===== src/rtl/hub75_pkg.sv =====
// hub75_pkg: shared encodings, field offsets
// and on-time helper for the HUB75 scan core.
package hub75_pkg;

  typedef enum logic [2:0] {
    IDLE,
    SHIFT,
    WAIT,
    BLK_PRE,
    LAT,
    BLK_POST
  } scan_state_t;

  localparam int COLS_DEF    = 64;
  localparam int ROWS_DEF    = 32;
  localparam int BPC_DEF     = 4;
  localparam int BASE_ON_DEF = 8;

  localparam int ADDR_W = $clog2(ROWS_DEF);
  localparam int COL_W  = $clog2(COLS_DEF);

  localparam int CH_R = 0;
  localparam int CH_G = 1;
  localparam int CH_B = 2;

  localparam int HALF_TOP = 0;
  localparam int HALF_BOT = 1;

  // LSB of one colour channel inside rd_data
  function automatic int chan_lsb(
    input int bpc,
    input int half,
    input int ch
  );
    return (half * 3 + ch) * bpc;
  endfunction

  // display cycles for bit-plane p
  function automatic int unsigned on_time(
    input int unsigned base,
    input int unsigned p
  );
    return base << p;
  endfunction

endpackage


===== src/rtl/hub75_bcm_timer.sv =====
// hub75_bcm_timer: loadable down-counter whose
// busy flag gates the panel output enable.
module hub75_bcm_timer #(
  parameter int W = 8
) (
  input  logic         CLK,
  input  logic         resetn,
  input  logic         load,
  input  logic [W-1:0] load_val,
  output logic         busy,
  output logic         busy_nxt
);

  logic [W-1:0] count;
  logic [W-1:0] count_d;

  // load wins, otherwise count down to zero
  always_comb begin
    count_d = count;
    if (load)
      count_d = load_val;
    else if (count != '0)
      count_d = count - 1'b1;
  end

  // counter register
  always_ff @(posedge CLK or negedge resetn) begin
    if (!resetn)
      count <= '0;
    else
      count <= count_d;
  end

  assign busy     = (count != '0);
  assign busy_nxt = (count_d != '0);

endmodule


===== src/rtl/hub75_scan_ctrl.sv =====
// hub75_scan_ctrl: HUB75 row/bit-plane scan
// sequencer with BCM display timing.
module hub75_scan_ctrl
  import hub75_pkg::*;
#(
  parameter int COLS    = COLS_DEF,
  parameter int ROWS    = ROWS_DEF,
  parameter int BPC     = BPC_DEF,
  parameter int BASE_ON = BASE_ON_DEF
) (
  input  logic CLK,
  input  logic resetn,
  input  logic en,
  output logic [$clog2(ROWS)+$clog2(COLS)-1:0]
               rd_addr,
  input  logic [6*BPC-1:0] rd_data,
  output logic [2:0] RGB0,
  output logic [2:0] RGB1,
  output logic [$clog2(ROWS)-1:0] ADDR,
  output logic BLANK,
  output logic LATCH,
  output logic SCLK,
  output logic frame_start
);

  localparam int RW = $clog2(ROWS);
  localparam int CW = $clog2(COLS);
  localparam int PW = (BPC > 1) ? $clog2(BPC) : 1;
  localparam int DW = 6 * BPC;
  localparam int SW = $clog2(2 * COLS + 2);
  localparam int TW =
    $clog2(BASE_ON << (BPC - 1)) + 1;

  localparam logic [SW-1:0] SHIFT_LAST =
    SW'(2 * COLS + 1);
  localparam logic [SW-1:0] DATA_END =
    SW'(2 * COLS);
  localparam logic [SW-1:0] CNT_TWO = SW'(2);

  localparam logic [RW-1:0] ROW_LAST =
    RW'(ROWS - 1);
  localparam logic [PW-1:0] PLANE_LAST =
    PW'(BPC - 1);

  localparam int R0 = chan_lsb(BPC, HALF_TOP, CH_R);
  localparam int G0 = chan_lsb(BPC, HALF_TOP, CH_G);
  localparam int B0 = chan_lsb(BPC, HALF_TOP, CH_B);
  localparam int R1 = chan_lsb(BPC, HALF_BOT, CH_R);
  localparam int G1 = chan_lsb(BPC, HALF_BOT, CH_G);
  localparam int B1 = chan_lsb(BPC, HALF_BOT, CH_B);

  scan_state_t state_q, state_d;

  logic [SW-1:0] cnt_q, cnt_d;
  logic [RW-1:0] row_q, row_d;
  logic [PW-1:0] plane_q, plane_d;

  logic          busy, busy_nxt;
  logic          tmr_load;
  logic [TW-1:0] tmr_val;

  logic [RW+CW-1:0] rd_addr_d;
  logic [2:0]       rgb0_d, rgb1_d;
  logic [RW-1:0]    addr_d;
  logic             blank_d, latch_d;
  logic             sclk_d, frame_d;
  logic [DW-1:0]    px_sh;

  hub75_bcm_timer #(
    .W (TW)
  ) u_timer (
    .CLK      (CLK),
    .resetn   (resetn),
    .load     (tmr_load),
    .load_val (tmr_val),
    .busy     (busy),
    .busy_nxt (busy_nxt)
  );

  // on-time of the plane just latched
  assign tmr_load = (state_q == BLK_POST) && en;
  assign tmr_val  = TW'(on_time(BASE_ON, plane_q));

  // FSM state register
  always_ff @(posedge CLK or negedge resetn) begin
    if (!resetn)
      state_q <= IDLE;
    else
      state_q <= state_d;
  end

  // FSM next-state logic
  always_comb begin
    state_d = state_q;
    unique case (state_q)
      IDLE:
        if (en) state_d = SHIFT;
      SHIFT:
        if (cnt_q == SHIFT_LAST)
          state_d = busy ? WAIT : BLK_PRE;
      WAIT:
        if (!busy) state_d = BLK_PRE;
      BLK_PRE:  state_d = LAT;
      LAT:      state_d = BLK_POST;
      BLK_POST: state_d = en ? SHIFT : IDLE;
      default:  state_d = IDLE;
    endcase
  end

  // shift counter and row/plane target
  always_comb begin
    cnt_d   = '0;
    row_d   = row_q;
    plane_d = plane_q;
    if (state_q == SHIFT && cnt_q != SHIFT_LAST)
      cnt_d = cnt_q + 1'b1;
    if (state_q == IDLE) begin
      row_d   = '0;
      plane_d = '0;
    end else if (state_q == BLK_POST) begin
      if (!en) begin
        row_d   = '0;
        plane_d = '0;
      end else if (plane_q == PLANE_LAST) begin
        plane_d = '0;
        row_d   = (row_q == ROW_LAST) ?
                  '0 : row_q + 1'b1;
      end else begin
        plane_d = plane_q + 1'b1;
      end
    end
  end

  // sequencer registers
  always_ff @(posedge CLK or negedge resetn) begin
    if (!resetn) begin
      cnt_q   <= '0;
      row_q   <= '0;
      plane_q <= '0;
    end else begin
      cnt_q   <= cnt_d;
      row_q   <= row_d;
      plane_q <= plane_d;
    end
  end

  // FSM output logic: next values of the pins
  always_comb begin
    rd_addr_d = rd_addr;
    rgb0_d    = RGB0;
    rgb1_d    = RGB1;
    addr_d    = ADDR;
    px_sh     = rd_data >> plane_q;
    if (state_d == SHIFT && cnt_d < DATA_END)
      rd_addr_d = {row_d, cnt_d[CW:1]};
    if (state_q == SHIFT && cnt_q[0] &&
        cnt_q < DATA_END) begin
      rgb0_d = {px_sh[B0], px_sh[G0], px_sh[R0]};
      rgb1_d = {px_sh[B1], px_sh[G1], px_sh[R1]};
    end
    sclk_d = (state_q == SHIFT) && !cnt_q[0] &&
             (cnt_q >= CNT_TWO) &&
             (cnt_q <= DATA_END);
    latch_d = (state_d == LAT);
    frame_d = (state_d == LAT) &&
              (row_q == '0) && (plane_q == '0);
    if (state_d == LAT)
      addr_d = row_q;
    blank_d = !(busy_nxt &&
                (state_d == SHIFT ||
                 state_d == WAIT));
  end

  // registered panel and framebuffer outputs
  always_ff @(posedge CLK or negedge resetn) begin
    if (!resetn) begin
      rd_addr     <= '0;
      RGB0        <= '0;
      RGB1        <= '0;
      ADDR        <= '0;
      BLANK       <= 1'b1;
      LATCH       <= 1'b0;
      SCLK        <= 1'b0;
      frame_start <= 1'b0;
    end else begin
      rd_addr     <= rd_addr_d;
      RGB0        <= rgb0_d;
      RGB1        <= rgb1_d;
      ADDR        <= addr_d;
      BLANK       <= blank_d;
      LATCH       <= latch_d;
      SCLK        <= sclk_d;
      frame_start <= frame_d;
    end
  end

endmodule


===== config.mk =====
export PLATFORM = sky130hd
export DESIGN_NAME = hub75_scan_ctrl
export DESIGN_NICKNAME = d
export VERILOG_FILES = /design/src/rtl/hub75_pkg.sv /design/src/rtl/hub75_bcm_timer.sv /design/src/rtl/hub75_scan_ctrl.sv
export SDC_FILE = /design/constraint.sdc
export NUM_CORES = 1
export LEC_CHECK = 0
export ABC_AREA = 1
export BUFFER_PORTS_ARGS = -buffer_cell sky130_fd_sc_hd__buf_4
export CAP_MARGIN = 20
export CELL_PAD_IN_SITES_DETAIL_PLACEMENT = 1
export CELL_PAD_IN_SITES_GLOBAL_PLACEMENT = 1
export CORE_ASPECT_RATIO = 1.5
export CORE_MARGIN = 2
export CORE_UTILIZATION = 41
export CTS_CLUSTER_DIAMETER = 40
export CTS_CLUSTER_SIZE = 24
export DETAILED_ROUTE_END_ITERATION = 10
export PLACE_DENSITY = 0.89
export SETUP_SLACK_MARGIN = 0.4
export SLEW_MARGIN = 0
export SYNTH_ARGS = -nofsm -noshare
export SYNTH_HDL_FRONTEND = slang
export SYNTH_SLANG_ARGS = --single-unit

===== constraint.sdc =====
create_clock -name CLK -period 2 [get_ports CLK]
set_input_delay 0.2 -clock CLK [delete_from_list [all_inputs] [get_ports CLK]]
set_output_delay 0.2 -clock CLK [all_outputs]
set_load 0.05 [all_outputs]

==> Word level (Yosys, flattened, before mapping) <==
Index checks and enable logic that the tools add are counted.
{ "word_totals": {"reg_bits": 51, "latchBits": 0, "ramBits": 0, "mem_bits_ro": 0, "inputBits": 27, "elab_cells": 73, "memories": 0} }
{ "classes": {"add_sub_neg": 4, "mul": 0, "div": 0, "magnitude_cmp": 4, "eq_ne": 12, "n_shift": 2, "muxes": 18, "bitwise": 0, "reduce_logical": 20} }
{ "ops": {"columns": ["cell", "count"], "rows": [
  ["$mux 5", 5],
  ["$shr 24x2->21", 1],
  ["$pmux 3 s6", 1],
  ["$lt 8x8->1 const B", 2],
  ["$mux 7", 2],
  ["$reduce_bool 7->1", 2],
  ["$logic_and 1x1->1", 11],
  ["$eq 3x2->1 const B", 3],
  ["$eq 3x3->1 const B", 3],
  ["$mux 3", 3],
  ["$add 8x1->8 const B", 1],
  ["$eq 8x8->1 const B", 1],
  ["$ge 8x2->1 const B", 1],
  ["$le 8x8->1 const B", 1],
  ["$mux 2", 4],
  ["$mux 8", 1],
  ["$ne 8x8->1 const B", 1],
  ["$shl 4x2->7 const A", 1],
  ["$sub 7x1->7 const B", 1],
  ["$eq 3x1->1 const B", 2],
  ["$add 5x1->5 const B", 1],
  ["$eq 5x5->1 const B", 1],
  ["$logic_not 5->1", 1],
  ["$logic_not 3->1", 1],
  ["other kinds (7)", 9]
]} }

==> Logic depth before layout (Yosys ltp) <==
Gate-level depths: netlist of the first run.
{ "logic_depth": {"word_depth": 8, "depth_mapped": 11, "ltp_nobuf": 11} }

==> Cells and area by module <==
Synthesis of the first run repeated with hierarchy kept, for this count alone.
{ "unflattened": {"cells_unflattened": 365, "hier_area_um2": 2870.3} }
{ "modules_own_cells": {"columns": ["module", "instances", "cells_per_inst", "area_per_inst_um2", "seq_area_each_um2"], "rows": [
  ["hub75_scan_ctrl", 1, 283, 2337.2, 1102.3],
  ["hub75_bcm_timer", 1, 82, 533.0, 175.2]
]} }

==> Worst setup path after synthesis of the first run <==
OpenSTA, ideal clock, no wires.
{ "synth_timing": {"path_type": "reg2reg", "start": "reg cnt_q[1]", "end": "reg rd_addr[9] (netlist bit)", "setup_ns": 0.123, "arrival_time_ns": 1.380, "setup_slack_ns": 0.497, "path_stages_with_launch": 12, "path_buffers": 1, "synth_period_minus_slack_ns": 1.503, "path_cell_list": "dfrtp_1 > inv_1 > ha_1 > nand3_2 > nor2_4 > nor2_4 > nor2_4 > nor2_4 > nand2_2 > buf_6 > nand2_2 > o21ai_2"} }
{ "synth_between": {"elab_chain_cells": 5, "elab_cells_between_ends": 10, "classes_between": "add/sub (1); order compare (1); eq/ne (3); mux (3); reduce/logical (2)"} }
{ "synth_rtl": {"columns": ["element", "line_no", "text"], "rows": [
  ["start: declaration", "hub75_scan_ctrl.sv:54", "logic [SW-1:0] cnt_q, cnt_d;"],
  ["start signal: assignment", "hub75_scan_ctrl.sv:141", "cnt_q <= cnt_d;"],
  ["parallel branches: the longest is 4 deep, another holds $add 8x1->8", null, null],
  ["$logic_and 1x1->1 (*)", "hub75_scan_ctrl.sv:154", "if (state_d == SHIFT && cnt_d < DATA_END)"],
  ["end signal: assignment", "hub75_scan_ctrl.sv:186", "rd_addr <= rd_addr_d;"],
  ["end: declaration", "hub75_scan_ctrl.sv:15", "rd_addr,"]
]} }
Mark *: on every way between the ends.
A chain may end at the register's enable or synchronous reset.

==> Worst setup path after layout of the first run <==
{ "layout_timing": {"start": "reg cnt_q[0]", "end": "reg rd_addr[2] (netlist bit)"} }
{ "layout_between": {"elab_chain_cells": 5, "elab_cells_between_ends": 10, "classes_between": "add/sub (1); order compare (1); eq/ne (3); mux (3); reduce/logical (2)"} }
{ "layout_rtl": {"columns": ["element"], "rows": [
  ["parallel branches: the longest is 5 deep, another holds $add 8x1->8"]
]} }
Several ways; the timed one is not identified.

==> results.env, run 1 <==
RUN_STATUS='complete, no violations'
CTS_MADE_BUFFERS=5
TIMING_WORST_SETUP_PATH_TYPE='reg -> reg'
GRT_PASS1_WL_MM=12.25
CTS.PATH.MAX_BUFFERS=2
POWER-PER-CELL-AREA_mW_PER_MM2=478.3
HOLD_VIOL=0
GRT_SETUP_UNREPAIRED='true'
CTS_TREE='built'
PIN_COUNT_OF_THE_BIGGEST_NET_ENTERING_GLOBAL_ROUTING=52
PLACEABLE_CORE_AREA_SQ_MM=0.006486
GRT_UTIL_ALL_LAYERS_PCT=20.76
PLACED_CELLS=445
POST_DRT_VIA_CELL_RATIO=5.352
CHIPHEIGHT_MICRONS=104.1
HPWL_DETAILED_MM=5.238
FLOORPLAN.DIE_AREA_SQ_MM=0.007364
FIRST_ITER_VIOLATIONS=75
DATA_REQUIRED_CRITICAL_PATH_NS=2.24
STATIC-LEAKAGE-POWER_uW=0.001894
SYN_TO_FINAL_GROWTH_PCT=33.49
YOSYSTOPAREACELLSHARE_PCT=45.68
LAYOUT.AREA.SEQ_SQ_MM=0.001282
SYNTH.TOP_CELLS.BY_AREA='dfrtp_1 (46%), nand2_1 (8.5%), inv_1 (5.8%)'
PLACEMENT_ROWS=36
MAXIMUM_OPERATING_FREQUENCY_MHz=597.9
YS_SEQ_ELEMENTS=51
CP_DATA_ARRIVAL_TIME_NS=1.92
GP_CONGESTION=0.8779
PEAKVDDDROP_mV=0.4298
POST_SYNTH_INSTANCE_AREA_SQ_MM=0.002739
SYNTH_TOP_AREA_CELL='dfrtp_1'
CAP_VIOLATIONS=0
INITIAL_UTILIZATION_PCT=42.23
PATH_CLK_SLEW_NS=0.10
HTREE_LEVELS=2
GRT_PASS1_VIAS=2584
CLOCK_INSERTION_DELAY_WORST_SKEW_NS=0.32
ANTENNA_DIODE_COUNT=0
DR_TOTAL_VIAS=2521
SLEW_LIMIT_HEADROOM_PCT=56.34
REG2REG_DEPTH=8
CRIT_PATH_START_KIND='flip-flop'
ROUTE.DETAILED.DRC=0
MULTIINPUTGATEAREA_SQ_MM=0.001398
CRIT_PATH_TIME_FINAL_NS=1.672
CTS_SINKS=51
WORSTMARGINPINSLEW_NS=0.6549
LAYOUT.CELLS.MOST_COMMON_LIST='buf_4 (65), nand2_1 (56), dfrtp_1 (46)'
MOST_COMMON_CELL_AFTER_LAYOUT_FILL_AND_TAPS_ASIDE='buf_4'
YOSYSUNIQUECELLTYPES=32
POST_SYNTH.CELL_AREA_AVG_SQ_UM=8.559
NUM-FILL-CELLS=782
SYNTH_WARNINGS=0
REPORT.FINAL.SLEW_VIOL_COUNT=0
GLOBALROUTE.TOTALOVERFLOW=0
ROUTED_WIRE_LENGTH_PER_INSTANCE_MICRONS=18.00
FIN_CRIT_SH_PCT=83.62
TOTALWIRELENGTH_MM=8.480
DRIVE_GT1_SHARE_PCT=37.22
DRT_PASS1_ITERATIONS=4
POST_SYNTH_INST_COUNT=320
FIN_NETS=432
POSTSYNTHNETCOUNT=358
WORST_SETUP_PATH_END_KIND='flip-flop'
ANTENNA_FOUND_INITIAL=0
FLOORPLAN.DIE.WIDTH_MICRONS=70.74
MIN-DELAY-PATH-CLASS='in -> reg'
NUM_IO_PINS=53
ROUTE.ANTENNA.REMAINING_NETS=0
CLK_ROOT_BUFFER_CELL='clkbuf_8'
TIMING.CRITICAL_PATH.FANOUT_MAX=5
FINAL.SETUP_SKEW_NS=0.01584
HOLDPATHSTAGES=4
FIN_CELLS=471
FIN_SETUP_TNS_NS=0
PLACE.PORT_BUFFERS=52
TIMING.FINAL.SETUP_VIOLATIONS=0
SYNTH-SEQ-AREA-SHARE_PCT=46.64
cell families after synthesis:
family	Yosys count	share of synthesized area, %
buffers and inverters	50	7.400
adder cells (fa/ha/maj)	11	5.025
XOR/XNOR	3	0.9595
flip-flops	51	46.64
multiplexers	6	2.467
AO/OA/AOI/OAI	47	11.01
AND/OR/NAND/NOR	152	26.50
worst max-delay path, cell delays in order, from the launching register on:
cell and delay, ns:
dfrtp_1 0.43, buf_4 0.15, nand3_1 0.14, inv_1 0.13
nand3_1 0.15, nand3_4 0.18, nand2_8 0.10, clkbuf_16 0.18
o21ai_2 0.14
Yosys cell counts:
| cell | n |
|---|---|
| nor3_1 | 4 |
| inv_1 | 42 |
| xor2_1 | 3 |
| o21ai_1 | 1 |
| buf_6 | 2 |
| nand4_2 | 1 |
| o21ai_2 | 9 |
| o31ai_1 | 1 |
| nand3_2 | 2 |
| nand4_1 | 3 |
| dfstp_2 | 1 |
| o21ai_0 | 21 |
| a21oi_1 | 2 |
| mux2_2 | 6 |
| o211ai_1 | 2 |
| clkbuf_1 | 3 |
| nand2_1 | 62 |
| ha_1 | 11 |
| nand3_1 | 18 |
| nor3_4 | 1 |
| nor2_4 | 4 |
| nand2_2 | 14 |
| nand3b_1 | 2 |
| nor2_1 | 40 |
| o22ai_1 | 6 |
| o22ai_2 | 1 |
| dfrtp_1 | 50 |
| o21a_1 | 2 |
| nand3_4 | 1 |
| inv_2 | 3 |
| a22oi_1 | 1 |
| a211oi_1 | 1 |
timing repair:
action / 4_1_cts / 5_1_grt
gates resized for setup: 6 / 36
hold buffers: 1 / 0
setup endpoints to repair: 22 / 23
setup buffers: 7 / 7
hold endpoints to repair: 50 / 0
pin swaps: 5 / 3
gates cloned: 1 / 2
report_power, final:
part	switching (uW)	total, uW	leakage [uW]	internal (uW)
sequential	3.11	1040	0.000617	1040
combinational	57.8	108	0.00124	49.8
clock	356	601	0.0000412	245
total	417	1750	0.00189	1330
sequential cells by signal, indices dropped and copies added, names as in the netlist:
| register | count |
|---|---|
| rd_addr | 11 |
| SCLK | 1 |
| cnt_q | 8 |
| RGB1 | 3 |
| frame_start | 1 |
| plane_q | 2 |
| u_timer.count | 7 |
| BLANK | 1 |
| ADDR | 5 |
| state_q | 3 |
| LATCH | 1 |
| RGB0 | 3 |
| row_q | 5 |
area by class of cell:
| class | instances | share of cell area [%] |
|---|---|---|
| inverters | 45 | 4.791 |
| repair buffers | 72 | 16.97 |
| clock inverters | 2 | 0.3422 |
| flip-flops and latches | 51 | 35.08 |
| clock buffers | 6 | 1.985 |
| well taps | 76 | 2.601 |
| multi-input cells | 219 | 38.23 |
layer usage:
layer / vias to the layer above / part of all wire (%) / global-route usage (%) / wire, microns
li1: 1181 / - / - / -
met1: 1244 / 38 / 24.56 / 3253
met2: 63 / 54 / 36.52 / 4603
met3: 33 / 2.5 / 2.810 / 213
met4: 0 / 4.8 / 9.569 / 410
met5: - / 0 / 0 / 0
through the flow:
| stage | total power (uW) | instance area [sq um] | utilization (%) | worst slack [ns] | hold slack [ns] |
|---|---|---|---|---|---|
| 6_report | 1749 | 3656 | 56.37 | 0.3276 | 0.3092 |
| 5_1_grt | 1804 | 3656 | 56.37 | 0.2464 | 0.3046 |
| 4_1_cts | 1762 | 3417 | 52.68 | 0.3955 | 0.3018 |
| 3_5_place_dp | 1167 | 3218 | 49.61 | 0.2802 | 0.2760 |
| 3_3_place_gp | 1166 | 3218 | 49.61 | 0.3402 | 0.2761 |
| 2_1_floorplan | 1094 | 2739 | - | 0.4975 | -0.09559 |
final timing paths:
path	slack [ns]	start	to
setup / recovery	0.33	cnt_q[0]	rd_addr[2]
hold / removal	0.31	rd_data[16]	RGB1[1]
setup reg to reg	0.33	cnt_q[0]	rd_addr[2]
hold reg to reg	0.50	rd_addr[6]	rd_addr[6]
max in group asynchronous	1.06	resetn	plane_q[0]
min in group asynchronous	0.45	resetn	RGB1[1]
Note: power is estimated with default switching activity, not from simulation.
==> inputs of run 2 (changes only) <==
==> constraint.sdc (replaced) <==
create_clock -name CLK -period 1.7 [get_ports CLK]
set_input_delay 0.17 -clock CLK [delete_from_list [all_inputs] [get_ports CLK]]
set_output_delay 0.17 -clock CLK [all_outputs]
set_load 0.05 [all_outputs]
==> results.env, run 2 (same netlist as run 1, synthesis figures left out) <==
CP_CAPTURE_POINT='rd_addr[5]'
CLK_ROOT_BUFFER_CELL='clkbuf_8'
PATH_CLK_SLEW_NS=0.11
TIMING.FINAL.SETUP_VIOLATIONS=0
POWER-PER-CELL-AREA_mW_PER_MM2=531.7
CLOCK_INSERTION_DELAY_WORST_SKEW_NS=0.33
WORST_R2R_STARTPOINT='cnt_q[0]'
CTS_TREE='built'
DRT_PASS1_ITERATIONS=4
ANTENNA_DIODE_COUNT=0
PLACEABLE_CORE_AREA_SQ_MM=0.006486
CTS_MADE_BUFFERS=5
FLOORPLAN.DIE.WIDTH_MICRONS=70.74
PLACEMENT_ROWS=36
PATH_DELAY_FAMILY='simple AND/OR/NAND/NOR gates'
PRE_CTS_WS_NS=0.02857
FINAL.SETUP_SKEW_NS=0.01947
TIMING_WORST_SETUP_PATH_TYPE='reg -> reg'
GLOBALROUTE.TOTALOVERFLOW=0
R2R_SLACK_NS=0.03
WORSTMARGINPINSLEW_NS=0.6686
DR_TOTAL_VIAS=2701
FIN_CRIT_SH_PCT=98.36
POWER.SWITCHING_uW=511.2
GRT_PASS1_WL_MM=14.09
REGISTERS.TOP_BY_FF_COUNT='rd_addr'
MAXIMUM_OPERATING_FREQUENCY_MHz=598.1
HOLD_VIOL=0
PIN_COUNT_OF_THE_BIGGEST_NET_ENTERING_GLOBAL_ROUTING=52
NUM-FILL-CELLS=762
FIRST_ITER_VIOLATIONS=122
PWR-SHARE-COMB_PCT=6.3
NUM_IO_PINS=53
FLOORPLAN.DIE_AREA_SQ_MM=0.007364
FIN_SETUP_TNS_NS=0
PROPORTION_OF_POWER_DRAWN_BY_FLIP_FLOPS_AND_LATCHES_PCT=57.6
DATA_REQUIRED_CRITICAL_PATH_NS=1.97
HTREE_LEVELS=2
GRT_PASS1_VIAS=2889
REG2REG_DEPTH=9
MULTIINPUTGATEAREA_SQ_MM=0.001539
DRIVE_GT1_SHARE_PCT=47.98
SWSHARE_PCT=24.07
CP_DATA_ARRIVAL_TIME_NS=1.94
POST_DRT_VIA_CELL_RATIO=5.435
LAYOUT.AREA.SEQ_SQ_MM=0.001284
MIN-DELAY-PATH-CLASS='in -> reg'
CHIPHEIGHT_MICRONS=104.1
RUN_STATUS='complete, no violations'
HPWL_DETAILED_MM=5.668
TOTALWIRELENGTH_MM=10.05
SLEW_LIMIT_HEADROOM_PCT=55.43
CRIT_START='cnt_q[0]'
CTS.PATH.MAX_BUFFERS=2
FIN_NETS=458
STATIC-LEAKAGE-POWER_uW=0.002036
REPORT.FINAL.SLEW_VIOL_COUNT=0
WORST_SETUP_PATH_END_KIND='flip-flop'
TIMING.CRITICAL_PATH.FANOUT_MAX=5
ROUTED_WIRE_LENGTH_PER_INSTANCE_MICRONS=20.23
CP_SLOWEST_STAGE_DELAY_NS=0.44
FIN_HOLD_WS_NS=0.2820
CP_NUM_BUF_INV=2
ROUTE.DETAILED.DRC=0
PWR-SHARE-CLK_PCT=36.1
CRIT_PATH_START_KIND='flip-flop'
PATH_CELLS='ha_4, nand3_4, nor2_4, nor2_4, buf_4, inv_2, nor2_1, nand2_1, o21ai_2'
NUMBER_OF_FLIP_FLOPS_IN_THE_LARGEST_REGISTER=11
GRT_UTIL_ALL_LAYERS_PCT=24.00
POWER.INTERNAL_uW=1612
LAYOUT_SETUP_WS_NS=0.02793
PLACE.PORT_BUFFERS=52
MOST_COMMON_CELL_AFTER_LAYOUT_FILL_AND_TAPS_ASIDE='buf_4'
PATH_DEPTH=9
CRIT_PATH_TIME_FINAL_NS=1.672
GRT_SETUP_UNREPAIRED='true'
CTS_SINKS=51
INITIAL_UTILIZATION_PCT=42.23
CAP_VIOLATIONS=0
ANTENNA_FOUND_INITIAL=0
REG_TOP3='rd_addr: 11 flops, cnt_q: 8 flops, u_timer.count: 7 flops'
LAYOUT.CELLS.MOST_COMMON_LIST='buf_4 (91), nand2_1 (51), dfrtp_1 (45)'
ROUTE.ANTENNA.REMAINING_NETS=0
SYN_TO_FINAL_GROWTH_PCT=45.82
GP_CONGESTION=0.7482
PEAKVDDDROP_mV=0.7289
CRITICAL_PATH.REG2REG.ENDPOINT='rd_addr[5]'
CP_COMMON_CELL='nor2_4'
SLOWEST_STAGE='dfrtp_1'
-- run 2: changes by cell type in the layout (fill, tap and decap cells not counted), moves of 4 or more --
cell	change
buf_4	+26
inv_1	-5
inv_2	+5
mux2_2	-6
mux2_4	+6
nand2_1	-5
nand2_2	+9
nand3_1	-4
nor2_1	-6
nor2_4	+4
-- run 2: worst reg2reg max path, delay by kind of cell (launching register included) --
kind | cells | cell delay, ns
adder cells (fa/ha/maj) | 1 | 0.18
buffers and inverters | 2 | 0.29
AND/OR/NAND/NOR | 5 | 0.57
flip-flops | 1 | 0.44
AO/OA/AOI/OAI | 1 | 0.13
-- run 2: power by group through the flow --
| stage | registers, uW | logic [uW] | clock network, uW |
|---|---|---|---|
| 3_5_place_dp | 1250 | 131 | 0 |
| 2_1_floorplan | 1270 | 18.2 | 0 |
| 6_report | 1220 | 134 | 766 |
| 3_3_place_gp | 1250 | 127 | 0 |
| 5_1_grt | 1220 | 144 | 801 |
| 4_1_cts | 1220 | 134 | 755 |
-- run 2: metal layers --
metal / GRT usage, % / up-vias / wire length (microns)
li1: - / 1220 / -
met3: 3.198 / 28 / 233
met1: 26.36 / 1396 / 3931
met2: 44.73 / 57 / 5564
met5: 0 / - / 0
met4: 10.38 / 0 / 324
-- run 2: layout make-up --
| type | instances | share of cell area (%) |
|---|---|---|
| tap | 76 | 2.381 |
| timing repair buffer | 98 | 20.24 |
| multi-input combinational | 219 | 38.53 |
| clock buffer | 7 | 2.162 |
| sequential | 51 | 32.14 |
| clock inverter | 1 | 0.1253 |
| inverter | 45 | 4.417 |
-- run 2: timing repair --
action / CTS / global route
pin swaps: 15 / 7
gates cloned: 1 / 1
setup buffers: 16 / 19
setup endpoints to repair: 39 / 41
endpoints found under the hold margin: 50 / 0
hold buffers: 1 / 0
gates resized for setup: 41 / 30
-- run 2: worst min-delay path by stage --
stage	from	to	depth (start not counted)
2_1_floorplan	resetn	ADDR[0]	0
3_3_place_gp	resetn	rd_addr[3]	1
3_5_place_dp	resetn	rd_addr[1]	1
4_1_cts	rd_data[12]	RGB1[0]	4
5_1_grt	rd_data[16]	RGB1[1]	4
6_report	rd_data[8]	RGB0[2]	4
-- run 2: through the flow --
stage	power [uW]	utilization, %	instances	instance area (sq um)
5_1_grt	2170	61.57	497	3994
3_5_place_dp	1379	51.39	451	3333
2_1_floorplan	1292	-	320	2798
6_report	2124	61.57	497	3994
3_3_place_gp	1374	51.39	451	3333
4_1_cts	2112	57.16	477	3707
